===== config.mk =====
export PLATFORM = sky130hd
export DESIGN_NAME = frame_buffer_writer_flat
export DESIGN_NICKNAME = d
export VERILOG_FILES = /design/src/rtl/fb_pkg.sv /design/src/rtl/frame_buffer_writer_if.sv /design/src/rtl/sync_fifo.sv /design/src/rtl/frame_buffer_writer.sv /design/src/flat_wrapper.sv
export SDC_FILE = /design/constraint.sdc
export NUM_CORES = 1
export LEC_CHECK = 0
export CELL_PAD_IN_SITES_DETAIL_PLACEMENT = 0
export CELL_PAD_IN_SITES_GLOBAL_PLACEMENT = 1
export CORE_ASPECT_RATIO = 0.8
export CORE_MARGIN = 1.5
export CORE_UTILIZATION = 40
export DETAILED_ROUTE_END_ITERATION = 10
export GPL_TIMING_DRIVEN = 0
export PLACE_DENSITY_LB_ADDON = 0.05
export RECOVER_POWER = 50
export SLEW_MARGIN = 0
export SYNTH_ARGS = -nofsm -noshare
export SYNTH_HDL_FRONTEND = slang
export SYNTH_SLANG_ARGS = --single-unit

===== constraint.sdc =====
create_clock -name clk -period 4.6 [get_ports clk]
set_clock_uncertainty 0.05 [all_clocks]
set_input_delay 0.69 -clock clk [delete_from_list [all_inputs] [get_ports clk]]
set_output_delay 0.69 -clock clk [all_outputs]
set_load 0.02 [all_outputs]

===== src/rtl/fb_pkg.sv =====
// Shared types and constants for the frame-buffer write path.
package fb_pkg;
  localparam int ADR_W = 18;
  localparam int PIX_W = 8;

  localparam logic [3:0]  FB_SEL   = 4'h1;
  localparam logic [21:0] CTRL_ADR = 22'h3FFFF0;

  // Status register bit positions; bits [1:0] carry the low queue occupancy.
  localparam int ST_OVF   = 5;
  localparam int ST_BUSY  = 4;
  localparam int ST_FULL  = 3;
  localparam int ST_EMPTY = 2;

  typedef enum logic [1:0] {
    IDLE      = 2'd0,
    FILL_WAIT = 2'd1,
    FILL      = 2'd2
  } fbw_state_t;

  typedef struct packed {
    logic [ADR_W-1:0] adr;
    logic [PIX_W-1:0] pix;
  } fb_req_t;
endpackage


===== src/rtl/frame_buffer_writer_if.sv =====
// Processor memory-mapped port seen by the frame-buffer writer.
// Strobes qualify a single cycle; there is no ready/stall, so a store is taken or dropped that cycle.
interface fb_cpu_if;
  logic        cpu_we;
  logic        cpu_re;
  logic [21:0] cpu_adr;
  logic [21:0] cpu_wdata;
  logic [21:0] cpu_rdata;
  logic        cpu_hit;

  modport slave  (input cpu_we, cpu_re, cpu_adr, cpu_wdata, output cpu_rdata, cpu_hit);
  modport master (output cpu_we, cpu_re, cpu_adr, cpu_wdata, input cpu_rdata, cpu_hit);
endinterface


===== src/rtl/sync_fifo.sv =====
// Single-clock FIFO with extra-bit pointers; a pop in the same cycle frees room for a push when full.
module sync_fifo #(
  parameter int WIDTH = 26,
  parameter int DEPTH = 8
) (
  input  logic                     clk,
  input  logic                     reset,
  input  logic                     push,
  input  logic                     pop,
  input  logic [WIDTH-1:0]         wdata,
  output logic [WIDTH-1:0]         rdata,
  output logic                     full,
  output logic                     empty,
  output logic [$clog2(DEPTH):0]   count
);
  localparam int AW = $clog2(DEPTH);

  logic [WIDTH-1:0] mem [DEPTH];
  logic [AW:0]      wptr;
  logic [AW:0]      rptr;
  logic             do_push;
  logic             do_pop;

  assign count   = wptr - rptr;
  assign full    = (count == (AW+1)'(DEPTH));
  assign empty   = (count == '0);
  assign do_pop  = pop && !empty;
  assign do_push = push && (!full || do_pop);
  assign rdata   = mem[rptr[AW-1:0]];

  always_ff @(posedge clk) begin
    if (!reset) begin
      wptr <= '0;
      rptr <= '0;
    end else begin
      if (do_push) wptr <= wptr + 1'b1;
      if (do_pop)  rptr <= rptr + 1'b1;
    end
  end

  always_ff @(posedge clk) begin
    if (do_push && reset) mem[wptr[AW-1:0]] <= wdata;
  end
endmodule


===== src/rtl/frame_buffer_writer.sv =====
// Write side of the VGA pixel RAM: queues CPU pixel stores, applies them during blanking,
// and runs a full-screen fill engine controlled through a status/control register.
module frame_buffer_writer
  import fb_pkg::*;
#(
  parameter int               FIFO_DEPTH = 8,
  parameter logic [ADR_W-1:0] FB_PIXELS  = 18'h3FFFF
) (
  input  logic             clk,
  input  logic             reset,
  fb_cpu_if.slave          cpu,
  input  logic [ADR_W-1:0] vga_adr,
  input  logic             vga_blank,
  output logic [ADR_W-1:0] ram_adr,
  output logic [PIX_W-1:0] ram_data,
  output logic             ram_wren,
  output fbw_state_t       state_dbg
);
  localparam int CW = $clog2(FIFO_DEPTH) + 1;

  fbw_state_t       state, state_nxt;
  fb_req_t          push_data, head;
  logic             full, empty;
  logic [CW-1:0]    count;
  logic             pix_sel, ctrl_sel, push_req, ctrl_wr, fill_req;
  logic             pop, fill_step, ovf;
  logic [ADR_W-1:0] fill_cnt, wr_adr;
  logic [PIX_W-1:0] fill_pix;
  logic [5:0]       status;

  assign pix_sel   = (cpu.cpu_adr[21:18] == FB_SEL);
  assign ctrl_sel  = (cpu.cpu_adr == CTRL_ADR);
  assign push_req  = cpu.cpu_we && pix_sel;
  assign ctrl_wr   = cpu.cpu_we && ctrl_sel;
  assign fill_req  = ctrl_wr && cpu.cpu_wdata[8];
  assign push_data = '{adr: cpu.cpu_adr[ADR_W-1:0], pix: cpu.cpu_wdata[PIX_W-1:0]};

  sync_fifo #(.WIDTH(ADR_W + PIX_W), .DEPTH(FIFO_DEPTH)) u_fifo (
    .clk   (clk),
    .reset (reset),
    .push  (push_req),
    .pop   (pop),
    .wdata (push_data),
    .rdata (head),
    .full  (full),
    .empty (empty),
    .count (count)
  );

  // RAM writes are only launched while blanked, so the scanner never sees a write cycle.
  always_comb begin
    state_nxt = state;
    pop       = 1'b0;
    fill_step = 1'b0;
    case (state)
      IDLE: begin
        pop = !empty && vga_blank;
        if (fill_req) state_nxt = FILL_WAIT;
      end
      FILL_WAIT: begin
        if (empty) state_nxt = FILL;
        else       pop = vga_blank;
      end
      FILL: begin
        fill_step = vga_blank;
        if (vga_blank && fill_cnt == FB_PIXELS) state_nxt = IDLE;
      end
      default: state_nxt = IDLE;
    endcase
  end

  always_ff @(posedge clk) begin
    if (!reset) begin
      state    <= IDLE;
      fill_cnt <= '0;
      fill_pix <= '0;
      ovf      <= 1'b0;
      ram_wren <= 1'b0;
      ram_data <= '0;
      wr_adr   <= '0;
    end else begin
      state    <= state_nxt;
      ram_wren <= pop || fill_step;
      if (pop) begin
        wr_adr   <= head.adr;
        ram_data <= head.pix;
      end else if (fill_step) begin
        wr_adr   <= fill_cnt;
        ram_data <= fill_pix;
      end
      if (fill_step) fill_cnt <= (fill_cnt == FB_PIXELS) ? '0 : fill_cnt + 1'b1;
      if (state == IDLE && fill_req) fill_pix <= cpu.cpu_wdata[PIX_W-1:0];
      if (ctrl_wr && cpu.cpu_wdata[9])   ovf <= 1'b0;
      else if (push_req && full && !pop) ovf <= 1'b1;
    end
  end

  always_comb begin
    status           = '0;
    status[ST_OVF]   = ovf;
    status[ST_BUSY]  = (state != IDLE);
    status[ST_FULL]  = full;
    status[ST_EMPTY] = empty;
    status[1:0]      = count[1:0];
  end

  assign cpu.cpu_rdata = (cpu.cpu_re && ctrl_sel) ? {16'b0, status} : '0;
  assign cpu.cpu_hit   = pix_sel || ctrl_sel;
  assign ram_adr       = ram_wren ? wr_adr : vga_adr;
  assign state_dbg     = state;
endmodule


===== src/flat_wrapper.sv =====
// flat-port wrapper written by rule: the top's interface ports become plain ports
module frame_buffer_writer_flat import fb_pkg::*;
#(
  parameter int               FIFO_DEPTH = 8,
  parameter logic [ADR_W-1:0] FB_PIXELS  = 18'h3FFFF
)
  (clk, reset, vga_adr, vga_blank, ram_adr, ram_data, ram_wren, state_dbg, cpu_cpu_we, cpu_cpu_re, cpu_cpu_adr, cpu_cpu_wdata, cpu_cpu_rdata, cpu_cpu_hit);
  fb_cpu_if cpu_i ();
  input  logic clk;
  input  logic reset;
  input  logic [ADR_W-1:0] vga_adr;
  input  logic vga_blank;
  output logic [ADR_W-1:0] ram_adr;
  output logic [PIX_W-1:0] ram_data;
  output logic ram_wren;
  output fbw_state_t state_dbg;
  input wire logic [$bits(cpu_i.cpu_we)-1:0] cpu_cpu_we;
  input wire logic [$bits(cpu_i.cpu_re)-1:0] cpu_cpu_re;
  input wire logic [$bits(cpu_i.cpu_adr)-1:0] cpu_cpu_adr;
  input wire logic [$bits(cpu_i.cpu_wdata)-1:0] cpu_cpu_wdata;
  output wire logic [$bits(cpu_i.cpu_rdata)-1:0] cpu_cpu_rdata;
  output wire logic [$bits(cpu_i.cpu_hit)-1:0] cpu_cpu_hit;
  assign cpu_i.cpu_we = cpu_cpu_we;
  assign cpu_i.cpu_re = cpu_cpu_re;
  assign cpu_i.cpu_adr = cpu_cpu_adr;
  assign cpu_i.cpu_wdata = cpu_cpu_wdata;
  assign cpu_cpu_rdata = cpu_i.cpu_rdata;
  assign cpu_cpu_hit = cpu_i.cpu_hit;
  frame_buffer_writer #(.FIFO_DEPTH(FIFO_DEPTH), .FB_PIXELS(FB_PIXELS)) u_core (.clk(clk), .reset(reset), .cpu(cpu_i), .vga_adr(vga_adr), .vga_blank(vga_blank), .ram_adr(ram_adr), .ram_data(ram_data), .ram_wren(ram_wren), .state_dbg(state_dbg));
endmodule

==> results of run 1 <==
==> flip-flops by register name, summed over array words and instances, names as in the netlist, named ones only <==
name,flops
u_core.u_fifo.rptr,4
u_core.fill_pix,8
u_core.ram_wren,1
u_core.wr_adr,18
u_core.u_fifo.mem,208
u_core.fill_cnt,18
u_core.u_fifo.wptr,4
u_core.state_dbg,2
u_core.ovf,1
u_core.ram_data,8
==> kinds of logic (layout without fill, tap and decap cells) <==
| kind of cell | Yosys count | after routing | share of synthesized area |
|---|---|---|---|
| AOI/OAI and AO/OA | 77 | 77 | 0.05315 |
| xor gates and xnor gates | 20 | 20 | 0.01547 |
| adders and majority gates | 7 | 7 | 0.008399 |
| buffers and inverters | 70 | 232 | 0.03404 |
| DFF | 275 | 275 | 0.6701 |
| muxes | 82 | 82 | 0.1297 |
| other | 1 | 16 | 0.0003312 |
| and+or+nand+nor | 197 | 197 | 0.08874 |
==> cell usage in the layout (no fill, tap or decap), types with 24 or more instances in the layout <==
| cell | Yosys | layout |
|---|---|---|
| sky130_fd_sc_hd__a211oi_1 | 24 | 24 |
| sky130_fd_sc_hd__clkbuf_1 | 19 | 31 |
| sky130_fd_sc_hd__nor2_1 | 40 | 40 |
| sky130_fd_sc_hd__mux4_2 | 50 | 50 |
| sky130_fd_sc_hd__nand2_1 | 66 | 66 |
| sky130_fd_sc_hd__clkdlybuf4s50_1 | 0 | 54 |
| sky130_fd_sc_hd__clkbuf_16 | 0 | 28 |
| sky130_fd_sc_hd__edfxtp_1 | 208 | 208 |
| sky130_fd_sc_hd__dlygate4sd3_1 | 0 | 36 |
| sky130_fd_sc_hd__dfxtp_1 | 67 | 67 |
| sky130_fd_sc_hd__buf_4 | 22 | 28 |
| sky130_fd_sc_hd__nor2b_1 | 24 | 24 |
| sky130_fd_sc_hd__a311oi_1 | 24 | 24 |
==> worst max path at each step <==
stage	depth (start not counted)	endpoint
final	6	cpu_cpu_rdata[3]
after global routing	6	cpu_cpu_rdata[3]
after CTS	6	cpu_cpu_rdata[3]
after detailed placement	8	u_core.u_fifo.mem[0][17]$_DFFE_PP_
after global placement	6	u_core.u_fifo.mem[0][18]$_DFFE_PP_
after floorplan	9	u_core.u_fifo.mem[0][0]$_DFFE_PP_
==> Yosys cell counts, types with 14 or more instances <==
cell / number
sky130_fd_sc_hd__a311oi_1: 24
sky130_fd_sc_hd__a211oi_1: 24
sky130_fd_sc_hd__nor2b_1: 24
sky130_fd_sc_hd__nand3_1: 15
sky130_fd_sc_hd__dfxtp_1: 67
sky130_fd_sc_hd__mux2_2: 18
sky130_fd_sc_hd__mux4_2: 50
sky130_fd_sc_hd__xor2_1: 16
sky130_fd_sc_hd__mux2i_1: 14
sky130_fd_sc_hd__nand2_1: 66
sky130_fd_sc_hd__buf_2: 14
sky130_fd_sc_hd__clkbuf_1: 19
sky130_fd_sc_hd__buf_4: 22
sky130_fd_sc_hd__edfxtp_1: 208
sky130_fd_sc_hd__nor2_1: 40
==> metrics by stage <==
stage	std cells	setup WS (ns)
global placement	1198	-4.145
finish	1270	0.1718
detailed placement	1221	-0.07073
floorplan	744	-0.05357
CTS	1270	0.1262
global route	1270	0.05024
==> power groups by stage <==
stage                     Sequential [mW]  Combinational, mW  Clock (mW)
after global routing                 2.88               1.52        2.16
after global placement               2.92               1.46           0
after CTS                            2.87               1.48        2.07
after detailed placement             2.92               1.47           0
after floorplan                      2.93              0.922           0
final                                2.86               1.40        2.02
==> critical path: cells and delay by family <==
kind                   cells  cell delay [ns]
and+or+nand+nor            4             1.70
buffers and inverters      2             1.29
==> routing by layer <==
| metal | up-vias | track usage | wire length (um) |
|---|---|---|---|
| li1 | 3102 | - | - |
| met1 | 3280 | 0.2839 | 13180 |
| met2 | 185 | 0.2849 | 12170 |
| met3 | 29 | 0.02526 | 1402 |
| met4 | 0 | 0.03609 | 436 |
| met5 | - | 0 | 0 |
==> cell type report <==
cell class                 instances  area [sq um]
fill                            2401         13840
sequential                       275          7587
multi-input combinational        399          3392
timing repair buffer             113          1134
clock buffer                      35         726.9
tap                              364         455.4
buffer                            58         316.6
clock inverter                    14         72.57
inverter                          12         45.04
==> results.txt, run 1 <==
The die outline height works out to 153.5 um. Dividing the detail-routed wire length by the instance count gives 21.41 um. STA classifies the critical path startpoint as a primary input. The area growth from synthesis to layout is 21.26%.

Along the worst hold path, the cell count comes to 2. For the utilization after layout, the log shows 0.4980. Yosys printed 0 warnings. The count of buffers added on input and output ports is 90. The proportion of synthesized chip area in sequential cells is 0.6701, and the highest clock rate is 225.8 MHz. The tools report the detailed router's first-iteration violation count as 396.

The fraction of post-synthesis cell area in the top cell type by area is 0.5517, and the total clock sinks is 275. The tree is rooted in a sky130_fd_sc_hd__clkbuf_16. The largest individual stage delay along the critical path comes from the cell sky130_fd_sc_hd__nor3_1. In this run the remaining antenna-violating nets after routing total 0.

The die extent in x works out to 191.1 um. The total setup buffers inserted after CTS was 0; the number of buffers added to fix hold violations after cts was 0. The smallest clock period supported by the final layout is computed as 4.428 ns. The logs give 28 for the total CTS buffers and 6596 for the total number of vias.

The number of global-route vias before repair was 6480; the maximum number of pins on one net before global-route repair was 15. The proportion of power drawn by flip-flops and latches is 0.455, and the aggregate negative setup slack is 0 ns. Combined area of all synthesized cells: 0.01132 sq mm. The number of vias per cell was 5.194; the average size of a mapped cell was 15.53 sq um.

The register bit count reported by yosys is 275. The tools report the capture point of the worst reg-to-reg path as u_core.u_fifo.mem[0][13]$_DFFE_PP_. The tools report the number of pins with negative max-slew slack in the final report as 0.

The most used flip-flop cell after synthesis is sky130_fd_sc_hd__edfxtp_1. The total power is 6.283 mW. The maximum ir drop on the vdd rail came out at 0.0002967 V.

For the number of remaining DRC errors, the log shows 0. The synthesized design contains 208 enable-type register cells. Along the worst path, the maximum fanout reaches 9. The clock-pin slew of the registers on the worst-case setup and hold paths works out to 0.06 ns. The biggest area consumer among synthesized cells was sky130_fd_sc_hd__edfxtp_1.

The number of top-level pins was 119; the depth of the most critical reg-to-reg path was 11. The worst hold path class was reg2reg. At the end of routability-driven placement, the weighted congestion stood at 0.7769.

The number of instances in the synthesized netlist came out at 729. Share of post-route cells with drive strength above 1: 0.1887. The category of the critical setup timing path was in2out. For the starting density of the core, the log shows 0.4107. The first global-routing pass estimated 40520 um of wire. The flow ran to the end, and the final reports show no timing, DRC or antenna violations. The post-route fraction of the period consumed by the critical path is 0.9627, and the power share of the combinational group is 0.223. The tightest hold path in the finished design has a slack of 0.4174 ns.

In the final design database the tool counted 961 nets. The critical path goes through clkdlybuf4s50_1, nand2_1, nor3_1, nand3_1, nor3_1, clkdlybuf4s50_1. The number of hold violations in the final report is 0. Overall global routing resource usage: 0.1859. Launch point of the worst path: cpu_cpu_adr[10]. The logs give 0.01301 sq mm for the total cell area at the placement stage and 0.01373 sq mm for the post-route cell area. The worst register-to-register path begins at u_core.u_fifo.wptr[0]$_SDFFE_PN0P_. The switching part of the total power came out at 0.2777.

The kind of end point of the critical path was a primary output. The number of cell rows was 54. Setup repair after global routing left no endpoint under its margin. Counting along the longest clock path gives a buffer depth of 3. The run gives 27190 um as the routed wire length. TritonCTS built the clock tree. In this run the power density over the cells is 457.6 mW/mm^2. Internal power comes to 4.538 mW. The worst relative slew slack is 0.1392, and the latest clock arrival within the worst-skew pair is 0.54 ns. The peak per-stage delay on the critical path works out to 0.84 ns. The number of antenna diodes came out at 0. For this run the aggregate overflow at the end of global routing stands at 0. For this design the total switching power over the nets is 1.745 mW. The worst hold path terminates at u_core.ovf$_SDFFE_PP0P_. The area of the core is 0.02757 sq mm.

The area of the die was 0.02933 sq mm; the transition time at the pin with the least slew margin was 1.273 ns. The tools report the number of antenna violations at the first check in global routing as 0. The worst hold path begins at u_core.ovf$_SDFFE_PP0P_. The deepest level of the CTS H-tree is 1.

For the part of the power in the clock network, the log shows 0.321. The wire-length estimate of the detail-placed layout is 19530 um. The post-cts resize count is 0, and the count of max-cap constraint violations is 0.

For the worst path required time, the log shows 3.86 ns. By area the synthesized netlist is led by sky130_fd_sc_hd__edfxtp_1 (55%), sky130_fd_sc_hd__dfxtp_1 (12%), sky130_fd_sc_hd__mux4_2 (9.9%). The arrival time at the worst endpoint was 3.69 ns.

The count of TritonRoute iterations in the first routing pass is 5, and the setup violation total in the final timing report is 0. In this run the static leakage power is 4.509 nW. In this run, distinct cell masters in the synthesized netlist total 51.

The fraction of registers with async set or reset after synthesis was 0. Setup slack on the worst reg-to-reg path comes out at 0.61 ns.
Note: power is estimated with default switching activity, not from simulation.
==> run 2: changes to the inputs <==
--- a/config.mk
+++ b/config.mk
@@ -12,7 +12,7 @@
 export CORE_UTILIZATION = 40
 export DETAILED_ROUTE_END_ITERATION = 10
 export GPL_TIMING_DRIVEN = 0
-export PLACE_DENSITY_LB_ADDON = 0.05
+export PLACE_DENSITY_LB_ADDON = 0.2
 export RECOVER_POWER = 50
 export SLEW_MARGIN = 0
 export SYNTH_ARGS = -nofsm -noshare
==> results.txt, run 2 (synthesis gave the netlist of run 1 again) <==
The run finished with clean final reports. Detailed routing inserted a total of 6716 vias. The run gives 3 as the maximum buffer depth of the clock tree. The tools report the count of TritonRoute iterations in the first routing pass as 5. After detailed routing, the average wire length per cell comes to 20.82 um.

The flip-flop count of the largest register after layout was 208; the total setup buffers inserted after CTS was 0. The worst relative slew slack was 0.06447. The first routing iteration left 449 violations. For the count of non-filler cells in the finished layout, the log shows 1276.

For the post-route cell area, the log shows 0.01392 sq mm. The worst setup path is launched from a primary input. IR analysis of the VDD net gives a maximum drop of 0.0002857 V.

The clock drives 275 sinks. The starting density of the core was 0.4107. In the layout the commonest cells are sky130_fd_sc_hd__edfxtp_1 (208), sky130_fd_sc_hd__dfxtp_1 (67), sky130_fd_sc_hd__nand2_1 (66). The clock period could shrink to 4.354 ns.

The root buffer cell chosen for the clock tree is sky130_fd_sc_hd__clkbuf_16. The number of instances in the placed design was 1222; the number of vias per cell was 5.263. The remaining antenna violation count came out at 0. The overall global routing resource usage is 0.1815, and the maximum fanout along the worst path is 9. Placer congestion estimate: 0.8179. The die extent in x came out at 191.1 um. In the routed design, unresolved DRC markers number 0. The region available for standard cell placement spans 0.02757 sq mm. The logs give 1 for the deepest level of the CTS H-tree and 1 for the number of antenna violations at the first check in global routing. Static timing analysis puts the maximum clock frequency at 229.7 MHz. The tools report the global-route wire length before repair as 40110 um. The category of the critical setup timing path is in2out. The library cell used most frequently in the layout, excluding fill and tap cells, is sky130_fd_sc_hd__edfxtp_1. The area of the die is 0.02933 sq mm.

The share of post-route cells with drive strength above 1 was 0.1976; the die outline height was 153.5 um. 119 I/O pins were placed. The number of clock buffers added by TritonCTS is 29. From synthesis to final layout, the design area changed by 22.98%.

The run gives 963 as the final-stage net count. The latest clock arrival within the worst-skew pair came out at 0.55 ns. Entering global routing, the biggest net connects 16 pins.

The floorplan has 54 rows. The placed wire-length estimate came out at 19260 um. After clock tree synthesis, the repair step resized 0 gates. STA classifies the critical path endpoint as a primary output.

After global routing the overflow that remains totals 0. For the number of global-route vias before repair, the log shows 6715. The total cell area at the placement stage is 0.01302 sq mm. The post-route fraction of the period consumed by the critical path was 0.9466; the arrival time at the worst endpoint was 3.61 ns. The tool flagged a number of max-cap violations equal to 0. The transition time at the pin with the least slew margin was 1.384 ns. Setup violations remaining at the end of the flow were counted as 0.

Data on the critical path is required at its endpoint by 3.86 ns. Setup repair after global routing left no endpoint under its margin. The logs give 0 for the number of hold violations in the final report and 0.54 ns for the setup slack on the worst flop-to-flop path.

Hold repair after CTS inserted 0 buffers. Clock-pin slew was measured on the worst setup and hold paths at 0.06 ns. Leakage power of the design: 4.611 nW. The tools report the routed wire length as 26570 um. TritonCTS built the clock tree.

Power spread over the standard cell area amounts to 476.2 mW/mm^2. The number of pins with negative max-slew slack in the final report was 0. Input and output buffers added on the ports amount to 90. The path class of the tightest hold or removal check is reg2reg.
-- run 2: cell count changes in the layout (fill, tap and decap cells not counted), moves of 2 or more --
cell,previous run,this run
sky130_fd_sc_hd__buf_4,28,30
sky130_fd_sc_hd__clkdlybuf4s50_1,54,52
sky130_fd_sc_hd__dlygate4sd3_1,36,38
sky130_fd_sc_hd__clkinv_2,3,5
sky130_fd_sc_hd__bufinv_16,0,5
sky130_fd_sc_hd__buf_6,15,12
sky130_fd_sc_hd__clkinv_1,9,4
sky130_fd_sc_hd__buf_8,1,3
-- run 2: power by group --
part,switching (mW),internal (mW)
sequential,0.0806,2.79
clock,0.914,1.46
combinational,0.749,0.642
-- run 2: final timing paths --
kind / startpoint / end / cells after the start
min reg2reg: u_core.ovf$_SDFFE_PP0P_ / u_core.ovf$_SDFFE_PP0P_ / 2
max reg2reg: u_core.u_fifo.wptr[0]$_SDFFE_PN0P_ / u_core.u_fifo.mem[0][13]$_DFFE_PP_ / 12
min: u_core.ovf$_SDFFE_PP0P_ / u_core.ovf$_SDFFE_PP0P_ / 2
max: cpu_cpu_adr[9] / cpu_cpu_rdata[3] / 6
-- run 2: layout make-up --
cell class	count	area, sq um
Antenna cell	1	2.502
Buffer	58	316.6
Clock buffer	38	769.5
Clock inverter	15	210.2
Fill cell	2325	13640
Inverter	12	45.04
Multi-Input combinational cell	399	3392
Sequential cell	275	7587
Tap cell	364	455.4
Timing Repair Buffer	114	1145
-- run 2: metal layers --
metal	vias to the layer above	global-route usage	share of wire
li1	3108	-	-
met3	33	0.02801	0.057
met2	211	0.2935	0.47
met4	0	0.03013	0.012
met5	-	0	0
met1	3364	0.2633	0.46
-- run 2: worst max-delay path, stage by stage --
cell and delay, ns:
sky130_fd_sc_hd__dlygate4sd3_1 0.70, sky130_fd_sc_hd__nand2_1 0.17, sky130_fd_sc_hd__nor3_1 0.76, sky130_fd_sc_hd__nand3_1 0.37, sky130_fd_sc_hd__nor3_1 0.28, sky130_fd_sc_hd__clkdlybuf4s50_1 0.64
-- run 2: per-stage QoR --
| stage | util | TNS [ns] | total power, mW | hold slack [ns] | setup slack (ns) |
|---|---|---|---|---|---|
| after floorplan | - | -2.785 | 3.848 | 0.3803 | -0.05357 |
| after global placement | 0.4620 | -575.49 | 4.367 | 0.3926 | -4.105 |
| after detailed placement | 0.4724 | 0 | 4.377 | 0.3983 | 0.1022 |
| after CTS | 0.5079 | 0 | 6.752 | 0.4079 | 0.1832 |
| after global routing | 0.5050 | 0 | 6.896 | 0.4419 | 0.05278 |
| final | 0.5051 | 0 | 6.630 | 0.4125 | 0.2459 |
==> run 3: changes to the inputs <==
--- a/config.mk
+++ b/config.mk
@@ -12,6 +12,7 @@
 export CORE_UTILIZATION = 40
 export DETAILED_ROUTE_END_ITERATION = 10
 export GPL_TIMING_DRIVEN = 0
+export HOLD_SLACK_MARGIN = 0.08
 export PLACE_DENSITY_LB_ADDON = 0.2
 export RECOVER_POWER = 50
 export SLEW_MARGIN = 0
==> results of run 3 <==
Final layout, timing and power as in run 2 (identical DEF).
